## src/rtl/ram_bank_ctl_if.sv

```systemverilog
// Bus bundle for ram_bank_ctl: write port, read port, and clear-engine control.
// The master drives requests and the slave (the RAM controller) returns data and status.
interface ram_bank_ctl_if #(
    parameter int ADDR_BIT = 3,
    parameter int DATA_BIT = 16
);
    logic                  en;
    logic                  we;
    logic [DATA_BIT/8-1:0] be;
    logic [ADDR_BIT-1:0]   addr_w;
    logic [DATA_BIT-1:0]   d_w;
    logic                  re;
    logic [ADDR_BIT-1:0]   addr_r;
    logic [DATA_BIT-1:0]   d_r;
    logic                  r_valid;
    logic                  clr;
    logic                  busy;

    modport master (
        output en, we, be, addr_w, d_w, re, addr_r, clr,
        input  d_r, r_valid, busy
    );

    modport slave (
        input  en, we, be, addr_w, d_w, re, addr_r, clr,
        output d_r, r_valid, busy
    );
endinterface

```

## src/rtl/ram_bank_ctl.sv

```systemverilog
// Single-bank RAM with byte-enabled write, qualified read, selectable collision
// behaviour, optional output register, and a zeroing sweep after reset or on clr.
module ram_bank_ctl #(
    parameter int ADDR_BIT   = 3,
    parameter int DATA_BIT   = 16,
    parameter int MEM_HEIGHT = 8,
    parameter int RD_BYPASS  = 1,
    parameter int OUT_REG    = 0
) (
    input logic          clk,
    input logic          rst,
    ram_bank_ctl_if.slave bus
);
    localparam int                NBYTE  = DATA_BIT / 8;
    localparam logic [ADDR_BIT:0] HEIGHT = (ADDR_BIT + 1)'(MEM_HEIGHT);
    localparam logic [ADDR_BIT-1:0] LAST = ADDR_BIT'(MEM_HEIGHT - 1);

    typedef enum logic {CLEAR, IDLE} state_t;

    state_t              state_q, state_d;
    logic [ADDR_BIT-1:0] cnt_q, cnt_d;
    logic                busy;
    logic                w_in_range, r_in_range;
    logic                wr_acc, rd_acc;
    logic [DATA_BIT-1:0] merged;
    logic [DATA_BIT-1:0] rd_data;
    logic [DATA_BIT-1:0] s1_data;
    logic                s1_valid;
    logic [DATA_BIT-1:0] mem [MEM_HEIGHT];

    always_ff @(posedge clk or posedge rst) begin
        if (rst) begin
            state_q <= CLEAR;
            cnt_q   <= '0;
        end else begin
            state_q <= state_d;
            cnt_q   <= cnt_d;
        end
    end

    // clr is only honoured from IDLE, so a running sweep is never restarted.
    always_comb begin
        state_d = state_q;
        cnt_d   = cnt_q;
        case (state_q)
            CLEAR: begin
                cnt_d = cnt_q + 1'b1;
                if (cnt_q == LAST) begin
                    state_d = IDLE;
                    cnt_d   = '0;
                end
            end
            IDLE: begin
                if (bus.clr) begin
                    state_d = CLEAR;
                    cnt_d   = '0;
                end
            end
            default: begin
                state_d = CLEAR;
                cnt_d   = '0;
            end
        endcase
    end

    assign busy       = (state_q == CLEAR);
    assign w_in_range = ({1'b0, bus.addr_w} < HEIGHT);
    assign r_in_range = ({1'b0, bus.addr_r} < HEIGHT);
    assign wr_acc     = bus.en & bus.we & ~busy & w_in_range;
    assign rd_acc     = bus.en & bus.re & ~busy;

    always_comb begin
        merged = mem[bus.addr_w];
        for (int i = 0; i < NBYTE; i++) begin
            if (bus.be[i]) merged[8*i +: 8] = bus.d_w[8*i +: 8];
        end
    end

    // The array has no reset; the sweep is what gives it known contents.
    always_ff @(posedge clk) begin
        if (state_q == CLEAR) begin
            mem[cnt_q] <= '0;
        end else if (wr_acc) begin
            mem[bus.addr_w] <= merged;
        end
    end

    always_comb begin
        rd_data = '0;
        if (r_in_range) rd_data = mem[bus.addr_r];
        if ((RD_BYPASS != 0) && wr_acc && (bus.addr_w == bus.addr_r)) rd_data = merged;
    end

    always_ff @(posedge clk or posedge rst) begin
        if (rst) begin
            s1_valid <= 1'b0;
            s1_data  <= '0;
        end else begin
            s1_valid <= rd_acc;
            if (rd_acc) s1_data <= rd_data;
        end
    end

    generate
        if (OUT_REG != 0) begin : g_out_reg
            logic [DATA_BIT-1:0] s2_data;
            logic                s2_valid;

            always_ff @(posedge clk or posedge rst) begin
                if (rst) begin
                    s2_valid <= 1'b0;
                    s2_data  <= '0;
                end else begin
                    s2_valid <= s1_valid;
                    if (s1_valid) s2_data <= s1_data;
                end
            end

            assign bus.d_r     = s2_data;
            assign bus.r_valid = s2_valid;
        end else begin : g_no_reg
            assign bus.d_r     = s1_data;
            assign bus.r_valid = s1_valid;
        end
    endgenerate

    assign bus.busy = busy;
endmodule

```

## src/flat_wrapper.sv

```systemverilog
// flat-port wrapper written by rule: the top's interface ports become plain ports
module ram_bank_ctl_flat 
#(
    parameter int ADDR_BIT   = 3,
    parameter int DATA_BIT   = 16,
    parameter int MEM_HEIGHT = 8,
    parameter int RD_BYPASS  = 1,
    parameter int OUT_REG    = 0
)
  (clk, rst, bus_en, bus_we, bus_be, bus_addr_w, bus_d_w, bus_re, bus_addr_r, bus_clr, bus_d_r, bus_r_valid, bus_busy);
  ram_bank_ctl_if #(.ADDR_BIT(ADDR_BIT), .DATA_BIT(DATA_BIT)) bus_i ();
  input logic clk;
  input logic rst;
  input wire logic [$bits(bus_i.en)-1:0] bus_en;
  input wire logic [$bits(bus_i.we)-1:0] bus_we;
  input wire logic [$bits(bus_i.be)-1:0] bus_be;
  input wire logic [$bits(bus_i.addr_w)-1:0] bus_addr_w;
  input wire logic [$bits(bus_i.d_w)-1:0] bus_d_w;
  input wire logic [$bits(bus_i.re)-1:0] bus_re;
  input wire logic [$bits(bus_i.addr_r)-1:0] bus_addr_r;
  input wire logic [$bits(bus_i.clr)-1:0] bus_clr;
  output wire logic [$bits(bus_i.d_r)-1:0] bus_d_r;
  output wire logic [$bits(bus_i.r_valid)-1:0] bus_r_valid;
  output wire logic [$bits(bus_i.busy)-1:0] bus_busy;
  assign bus_i.en = bus_en;
  assign bus_i.we = bus_we;
  assign bus_i.be = bus_be;
  assign bus_i.addr_w = bus_addr_w;
  assign bus_i.d_w = bus_d_w;
  assign bus_i.re = bus_re;
  assign bus_i.addr_r = bus_addr_r;
  assign bus_i.clr = bus_clr;
  assign bus_d_r = bus_i.d_r;
  assign bus_r_valid = bus_i.r_valid;
  assign bus_busy = bus_i.busy;
  ram_bank_ctl #(.ADDR_BIT(ADDR_BIT), .DATA_BIT(DATA_BIT), .MEM_HEIGHT(MEM_HEIGHT), .RD_BYPASS(RD_BYPASS), .OUT_REG(OUT_REG)) u_core (.clk(clk), .rst(rst), .bus(bus_i));
endmodule
```

## config.mk

```make
export PLATFORM = sky130hd
export DESIGN_NAME = ram_bank_ctl_flat
export DESIGN_NICKNAME = d
export VERILOG_FILES = /design/src/rtl/ram_bank_ctl_if.sv /design/src/rtl/ram_bank_ctl.sv /design/src/flat_wrapper.sv
export SDC_FILE = /design/constraint.sdc
export NUM_CORES = 1
export LEC_CHECK = 0
export ABC_AREA = 1
export CAP_MARGIN = 20
export CORE_ASPECT_RATIO = 0.9
export CORE_UTILIZATION = 50
export CTS_CLUSTER_DIAMETER = 40
export CTS_CLUSTER_SIZE = 10
export DETAILED_ROUTE_END_ITERATION = 10
export GPL_TIMING_DRIVEN = 0
export PLACE_DENSITY_LB_ADDON = 0.1
export SLEW_MARGIN = 20
export SYNTH_ARGS = -nofsm -noshare
export SYNTH_HDL_FRONTEND = slang
export SYNTH_SLANG_ARGS = --single-unit
```

## constraint.sdc

```tcl
create_clock -name clk -period 4.25 [get_ports clk]
set_input_delay 0.85 -clock clk [delete_from_list [all_inputs] [get_ports clk]]
set_output_delay 0.85 -clock clk [all_outputs]
set_load 0.02 [all_outputs]
```

==> results of run 1 <==
[registers in the layout (all words and copies together), names as in the netlist]
register,flops
u_core.state_q,1
u_core.bus.r_valid,1
u_core.cnt_q,3
u_core.bus.d_r,16
u_core.mem,128
[metal layers]
layer	part of all wire	GRT usage	up-vias
li1	-	-	3119
met1	0.38	0.4580	3381
met2	0.42	0.4837	664
met3	0.15	0.1136	114
met4	0.046	0.1754	0
met5	0	0	-
[cell type report]
type	instances	share of cell area
buffer	58	0.03607
multi-input combinational	637	0.3249
tap	198	0.02726
inverter	34	0.01404
clock buffer	20	0.04805
sequential	149	0.4808
clock inverter	11	0.01225
timing repair buffer	49	0.05659
[logic make-up (layout without fill, tap and decap cells)]
group                    count (synthesis)  in the layout
AND/OR/NAND/NOR                        534            534
flip-flops                             149            149
AO/OA/AOI/OAI                          101            101
buffers and inverters                   92            172
adder cells (fa/ha/maj)                  2              2
[worst max-delay path, cell delays in order]
cell,delay [ns]
clkdlybuf4s50_1,0.58
nand3_4,0.17
buf_6,0.17
clkbuf_1,0.62
nand2_1,0.09
o21ai_1,0.14
nand2_1,0.13
nor2_2,0.52
buf_8,0.23
[report_power, final]
part	total, uW	switching [uW]	internal [uW]
Clock	1410	560	851
Sequential	2360	216	2140
Combinational	1750	1160	583
[layout by cell type, fill, tap and decap left out, types with 4 or more instances in the layout]
cell	n
nand2_4	4
buf_6	10
inv_1	27
nand4_1	4
clkinv_2	4
clkbuf_16	17
o21ai_0	51
nand2_1	231
nor2_2	8
o211ai_1	32
dfrtp_1	21
o21ai_1	18
clkdlybuf4s50_1	42
nor2_1	128
buf_2	22
edfxtp_1	128
inv_2	6
clkbuf_1	27
nand2_2	15
nand3_2	4
buf_8	4
nand3_1	134
[how the worst min path moves through the flow]
stage	start	to	slack, ns
2_1_floorplan	u_core.cnt_q[2]$_DFFE_PP0P_	u_core.cnt_q[2]$_DFFE_PP0P_	0.55
3_3_place_gp	u_core.bus.d_r[11]$_DFFE_PP0P_	u_core.bus.d_r[11]$_DFFE_PP0P_	0.46
3_5_place_dp	u_core.bus.d_r[10]$_DFFE_PP0P_	u_core.bus.d_r[10]$_DFFE_PP0P_	0.47
4_1_cts	u_core.bus.d_r[10]$_DFFE_PP0P_	u_core.bus.d_r[10]$_DFFE_PP0P_	0.48
5_1_grt	u_core.bus.d_r[10]$_DFFE_PP0P_	u_core.bus.d_r[10]$_DFFE_PP0P_	0.51
6_report	u_core.bus.d_r[11]$_DFFE_PP0P_	u_core.bus.d_r[11]$_DFFE_PP0P_	0.48
[metrics by stage]
step           worst slack, ns  utilization
5_1_grt                 0.8483       0.6089
3_3_place_gp           -0.3126       0.5642
6_report                0.8707       0.6089
2_1_floorplan            1.448            -
4_1_cts                  1.009       0.6089
3_5_place_dp            0.5723       0.5722
==> reports/summary.md, run 1 <==
The run finished with clean final reports. Die extent in x: 133.3 um. The power density normalized to cell area was 606.9 nW/um^2. The tools report the kind of capture point of the worst setup path as a register.

The tool flagged a number of max-cap violations equal to 0. Setup repair after global routing left no endpoint under its margin. Clock tree synthesis found a total of 149 sinks. The number of placed instances, taps included, is 1125. The most instantiated library cell after synthesis was nand2_1. In the final timing run, aggregate negative setup slack is 0 ns. The congestion estimate from routability-driven global placement came to 0.9630. The synthesized area per cell works out to 8.830 um^2.

After detailed routing, the number of vias per cell comes to 6.296. The run gives 0 as the count of hold buffers inserted by post-cts repair. Clock root buffer master: clkbuf_16.

In this run the remaining antenna-violating nets after routing total 0. The completed layout was analyzed and its total power is 5516 uW. At the pin with the least slew margin, the transition time is 0.8199 ns.

The cell count after synthesis is 878, and the worst reg2reg path depth is 9. After detailed routing, the average wire length per cell comes to 22.75 um. The tightest hold path in the finished design has a slack of 0.4788 ns. The leakage component of the power is 0.003686 uW.

The synthesized netlist net count came out at 910. The end of the worst register-to-register path was u_core.mem[3][0]$_DFFE_PP_. For the worst setup path, the data arrival time is 3.51 ns. The die boundary height was 120.1 um. Headroom to the max-slew limit: 0.4534. The number of setup buffers added after CTS is 0. The logs give 0 for the count of cells resized by post-cts repair and 7752 um^2 for the post-synth design cell area.

The most critical setup path has its endpoint at u_core.mem[3][0]$_DFFE_PP_. The total congestion overflow came out at 0. In this run the cell area measured after placement is 8539 um^2. The routed design has 26300 um of wire. The ratio of cells with drive above 1 in the final layout works out to 0.1127.

TritonCTS built the clock tree. Worst clock skew on the final layout: 0.01185 ns. The adder and majority gate portion of the synthesized area was 0.003228. The worst setup path category was input port to register. After synthesis, the most frequently instantiated cells are nand2_1, nor2_1, nand3_1.

The pre-antenna-repair detailed-routing pass consisted of 6 iterations. The class of the worst hold path is register to register. The run gives 0.3390 as the aggregate global-route resource usage. From synthesis to final layout, the design area changed by 17.22%. In this run, CTS created clock tree buffers numbering 17. The simple logic cell fraction of the synthesized area is 0.2989. The tools report the number of hold violations in the final report as 0. The xor-xnor portion of the synthesized cell area works out to 0. Sequential share of the synthesized area: 0.5636. The proportion of netlist area held by the largest area contributor was 0.4958. The tools report the clock latency on the worst-skew pair as 0.43 ns. Number of primary I/O pins: 48.

In the final design database the tool counted 978 nets. The post-route standard cell area excluding fillers is 9087 um^2, and the storage element area is 4369 um^2. The first global-routing pass estimated 38640 um of wire. The most critical setup path has its startpoint at bus_we. In this run, the number of DRC markers left after iteration 0 of detailed routing was 1322. Setup violations remaining at the end of the flow were counted as 0. Of all nets on the critical path, the largest fanout is 10. Post-route non-filler standard cell count: 1156. The distinct cell type count of the synthesized netlist was 28; the complex-gate fraction of the synthesized area was 0.07553.

Async set-reset flop share out of synthesis: 0.1409. The final-layout fill cell count came out at 1258. The die covers 16010 um^2. Biggest area consumer among synthesized cells: edfxtp_1. Yosys attributes the largest share of cell area to edfxtp_1, nand2_1, nand3_1. The tools report the worst reg2reg path startpoint as u_core.state_q$_DFF_PP0_. The Yosys step of the flow raised 0 warnings.

The share of the cycle needed by the critical path after routing works out to 0.7951. The logs give 6734 for the via count of the first global-routing pass and 295.9 MHz for the fmax. IR analysis of the VDD net gives a maximum drop of 0.3700 mV.

The reg2reg setup slack was 1.42 ns; the cell row count was 42. The number of buffers between clock root and the deepest sink is 2. For the HPWL after detailed placement, the log shows 17770 um. The launching element type of the critical path was an input port.

By area, the combinational part of the netlist is dominated by simple AND/OR/NAND/NOR gates. After clock tree synthesis, the clock-pin slew on the worst setup and hold paths is 0.05 ns. Port buffering added 42 buffers. After detailed routing, the number of remaining DRC violations is 0.

The minimum clock period came out at 3.379 ns. Counting instances, the worst hold path has a depth of 2. In the final layout, the multi-input gates occupy 2953 um^2. The multiplexer share of the synthesized area is 0, and the initial core utilization is 0.5195. The tools report the area of the core as 14920 um^2. The run gives 0 as the initial antenna violation count. The H-tree was split into 4 levels. Entering global routing, the biggest net connects 22 pins. The routed layout has 7278 vias.

The number of antenna diodes in the final layout is 0. Counting flops with a built-in enable in the synthesized netlist gives 128. Counting flops and latches in the post-synthesis netlist gives 149. At the worst endpoint, the required time is 4.39 ns.

The most used flip-flop cell after synthesis is edfxtp_1. For the count of pins over their slew limit, the log shows 0.
Power figures use the tool's default switching activity.
==> inputs of run 2 (changes only) <==
==> constraint.sdc (replaced) <==
create_clock -name clk -period 3 [get_ports clk]
set_input_delay 0.6 -clock clk [delete_from_list [all_inputs] [get_ports clk]]
set_output_delay 0.6 -clock clk [all_outputs]
set_load 0.02 [all_outputs]
==> run 2 against run 1 <==
Compared with the run above:
- the flow now finishes with violations (DRC)
- core utilization is essentially flat
- clock power increased by 42%
- global-route usage stayed put
- setup slack worse by 0.45 ns
- clock skew shrank 0.0023 ns
==> reports/summary.md, run 2 (synthesis results as in run 1) <==
The total congestion overflow is 0 (unchanged), and the number of nets at the end of the flow is 977 (-0.10%). The tools report the area of the core as 14920 um^2 (unchanged). The total DRC errors in the routed layout is 1 (+1), and the number of buffers between clock root and the deepest sink is 2 (unchanged). The count of pins over their slew limit is 0 (unchanged), and the clock input transition at the sequential cells of the worst setup and hold paths is 0.05 ns (about the same).

The startpoint identified for the worst register-to-register timing path is u_core.state_q$_DFF_PP0_. The total die area is 16010 um^2 (unchanged), and the maximum fanout along the worst path is 9 (-1). The die extent in x is 133.3 um (unchanged). Largest net degree at the start of global routing: 22 (unchanged). Commonest non-fill, non-tap cell in the layout: nand2_1. The run gives 2953 um^2 (unchanged) as the area used by multi-input combinational logic. The worst hold path begins at u_core.bus.d_r[11]$_DFFE_PP0P_. The count of hold buffers inserted by post-cts repair was 0 (unchanged). Routed length per placed instance: 22.75 um (about the same).

The tools report the timing startpoint of the critical path as bus_we. The clock latency on the worst-skew pair is 0.43 ns (about the same). The transition time at the pin with the least slew margin came out at 0.8304 ns (+0.01056 ns). The vias per cell is 6.225 (-1.1%). The flow ran to the end, but the final reports show violations. The flip-flop count of the largest register after layout came out at 128 (unchanged). The logs give 0.257 (about the same) for the proportion of power drawn by the clock network and 0 (unchanged) for the post-CTS setup buffer count. Leaving out fill and tap cells, the most frequent cells in the layout are nand2_1, nand3_1, nor2_1, edfxtp_1, o21ai_0. The worst path in the final design needs a cycle of 2.577 ns, including I/O delays and setup. The power density normalized to cell area was 860.3 nW/um^2 (+42%). STA classifies the critical path endpoint as a register.

The logs give 48 (unchanged) for the number of primary I/O pins and 0 (unchanged) for the number of hold violations in the final report. The root buffer cell chosen for the clock tree is clkbuf_16. The cell row count was 42 (unchanged).

The combinational power share was 0.316 (about the same). The initial core utilization was 0.5195 (unchanged); the sequential cell fraction of total power was 0.428 (about the same). For the overall power after layout, the log shows 7814 uW (+42%). The run gives 4369 um^2 (unchanged) as the storage element area.

The logs give 149 (unchanged) for the total clock sinks and 0.4233 ns (-0.4474 ns) for the final worst slack. The tools report the aggregate global-route resource usage as 0.3390 (unchanged). The number of port buffers works out to 42 (unchanged).

The reported max-cap violation count is 0 (unchanged). For the antenna diode count, the log shows 0 (unchanged). The run gives 0.9630 (unchanged) as the final weighted congestion in routability-driven placement.

The worst setup path is of the input port to register kind. The maximum level of the CTS H-tree is 4 (unchanged), and the number of endpoints failing setup at the final stage is 0 (unchanged). The tools report the post-detailed-routing wire length as 26270 um (about the same). The switching power was 2750 uW (+42%). The worst clock skew on the final layout is 0.009562 ns (-0.002291 ns). The leakage component of the power is 0.003684 uW (about the same). The run gives 38640 um (unchanged) as the global-route wire length before repair. Setup repair after global routing left no endpoint under its margin. For the worst slack at placement, the log shows -0.4277 ns (-1.000 ns).

The share of the cycle needed by the critical path after routing works out to 0.8589. The run gives 5065 uW (+42%) as the cell-internal power. For the via count of the first global-routing pass, the log shows 6734 (unchanged). The logs give 1335 (+0.98%) for the violation count after the first detailed-route iteration and 17 (unchanged) for the total CTS buffers. Ratio of cells with drive above 1 in the final layout: 0.1129 (+0.0001178).

For the fmax, the log shows 388.1 MHz. TritonCTS built the clock tree. HPWL after detailed placement: 17770 um (unchanged).

Number of placed instances with taps included: 1125 (unchanged). The class of the worst hold path is register to register. The total number of vias came out at 7190 (-1.2%). The peak supply drop is 0.5247 mV (+42%). The run gives 0 (unchanged) as the post-route antenna net violation count. The largest register by flop count was u_core.mem. The count of cells resized by post-cts repair is 0 (unchanged). The data arrival time of the worst path is 2.71 ns (-0.80 ns), and the headroom to the max-slew limit is 0.4464 (-0.007038). The required time of the critical path came out at 3.13 ns (-1.26 ns). The first-pass detailed-route iteration total was 9 (+3); the total negative slack for setup checks was 0 ns (unchanged).

The run gives 0 (unchanged) as the initial antenna violation count. For the final-layout fill cell count, the log shows 1260 (+0.16%). The checks that failed: DRC. The area added between synthesis and finish works out to 17.17% (about the same).

The die boundary height came out at 120.1 um (unchanged). The switching part of the total came out at 0.3519 (about the same). The launching element type of the critical path is an input port. The post-route non-filler standard cell count is 1155 (-0.087%).
[run 2: final timing paths]
kind / end / slack (ns) / cells past startpoint
setup / recovery: u_core.mem[1][0]$_DFFE_PP_ / 0.42 / 6
hold / removal: u_core.bus.d_r[11]$_DFFE_PP0P_ / 0.48 / 2
setup reg to reg: u_core.mem[3][0]$_DFFE_PP_ / 0.77 / 8
hold reg to reg: u_core.bus.d_r[11]$_DFFE_PP0P_ / 0.48 / 2
max in group asynchronous: u_core.cnt_q[2]$_DFFE_PP0P_ / 1.92 / 2
min in group asynchronous: u_core.bus.d_r[6]$_DFFE_PP0P_ / 0.61 / 2
[run 2: layer usage]
metal	GRT usage	part of all wire
met3	0.1136	0.15
met1	0.4580	0.39
met5	0	0
met4	0.1754	0.048
met2	0.4837	0.42
[run 2: final cells by class]
| class | instances | share of cell area |
|---|---|---|
| Buffer | 57 | 0.03567 |
| Clock buffer | 20 | 0.04807 |
| Clock inverter | 11 | 0.01226 |
| Inverter | 34 | 0.01405 |
| Multi-Input combinational cell | 637 | 0.3251 |
| Sequential cell | 149 | 0.4810 |
| Tap cell | 198 | 0.02727 |
| Timing Repair Buffer | 49 | 0.05661 |
[run 2: worst max-delay path: stages]
cell             delay [ns]
clkdlybuf4s50_1        0.66
nand3_4                0.15
nand2_2                0.13
nand3_1                0.25
nor2_2                 0.66
buf_8                  0.24
[run 2: power by group through the flow]
| stage | sequential (uW) | clock, uW | combinational (uW) |
|---|---|---|---|
| after CTS | 3330 | 2000 | 2410 |
| after detailed placement | 3360 | 0 | 2390 |
| after global routing | 3410 | 2090 | 2650 |
| after global placement | 3370 | 0 | 2180 |
| after floorplan | 3410 | 0 | 1330 |
| final | 3340 | 2000 | 2470 |
[run 2: metrics by stage]
stage / hold slack (ns) / cell area [um^2] / util
6_report: 0.4798 / 9084 / 0.6087
3_5_place_dp: 0.4659 / 8539 / 0.5722
5_1_grt: 0.5088 / 9084 / 0.6087
4_1_cts: 0.4813 / 9087 / 0.6089
3_3_place_gp: 0.4638 / 8421 / 0.5642
2_1_floorplan: 0.5495 / 7752 / -
==> inputs of run 3 (changes only) <==
--- a/config.mk
+++ b/config.mk
@@ -10,7 +10,7 @@
 export CORE_ASPECT_RATIO = 0.9
 export CORE_UTILIZATION = 50
 export CTS_CLUSTER_DIAMETER = 40
-export CTS_CLUSTER_SIZE = 10
+export CTS_CLUSTER_SIZE = 20
 export DETAILED_ROUTE_END_ITERATION = 10
 export GPL_TIMING_DRIVEN = 0
 export PLACE_DENSITY_LB_ADDON = 0.1
==> results of run 3 <==
No change in the layout: final DEF, timing and power equal those of run 2.
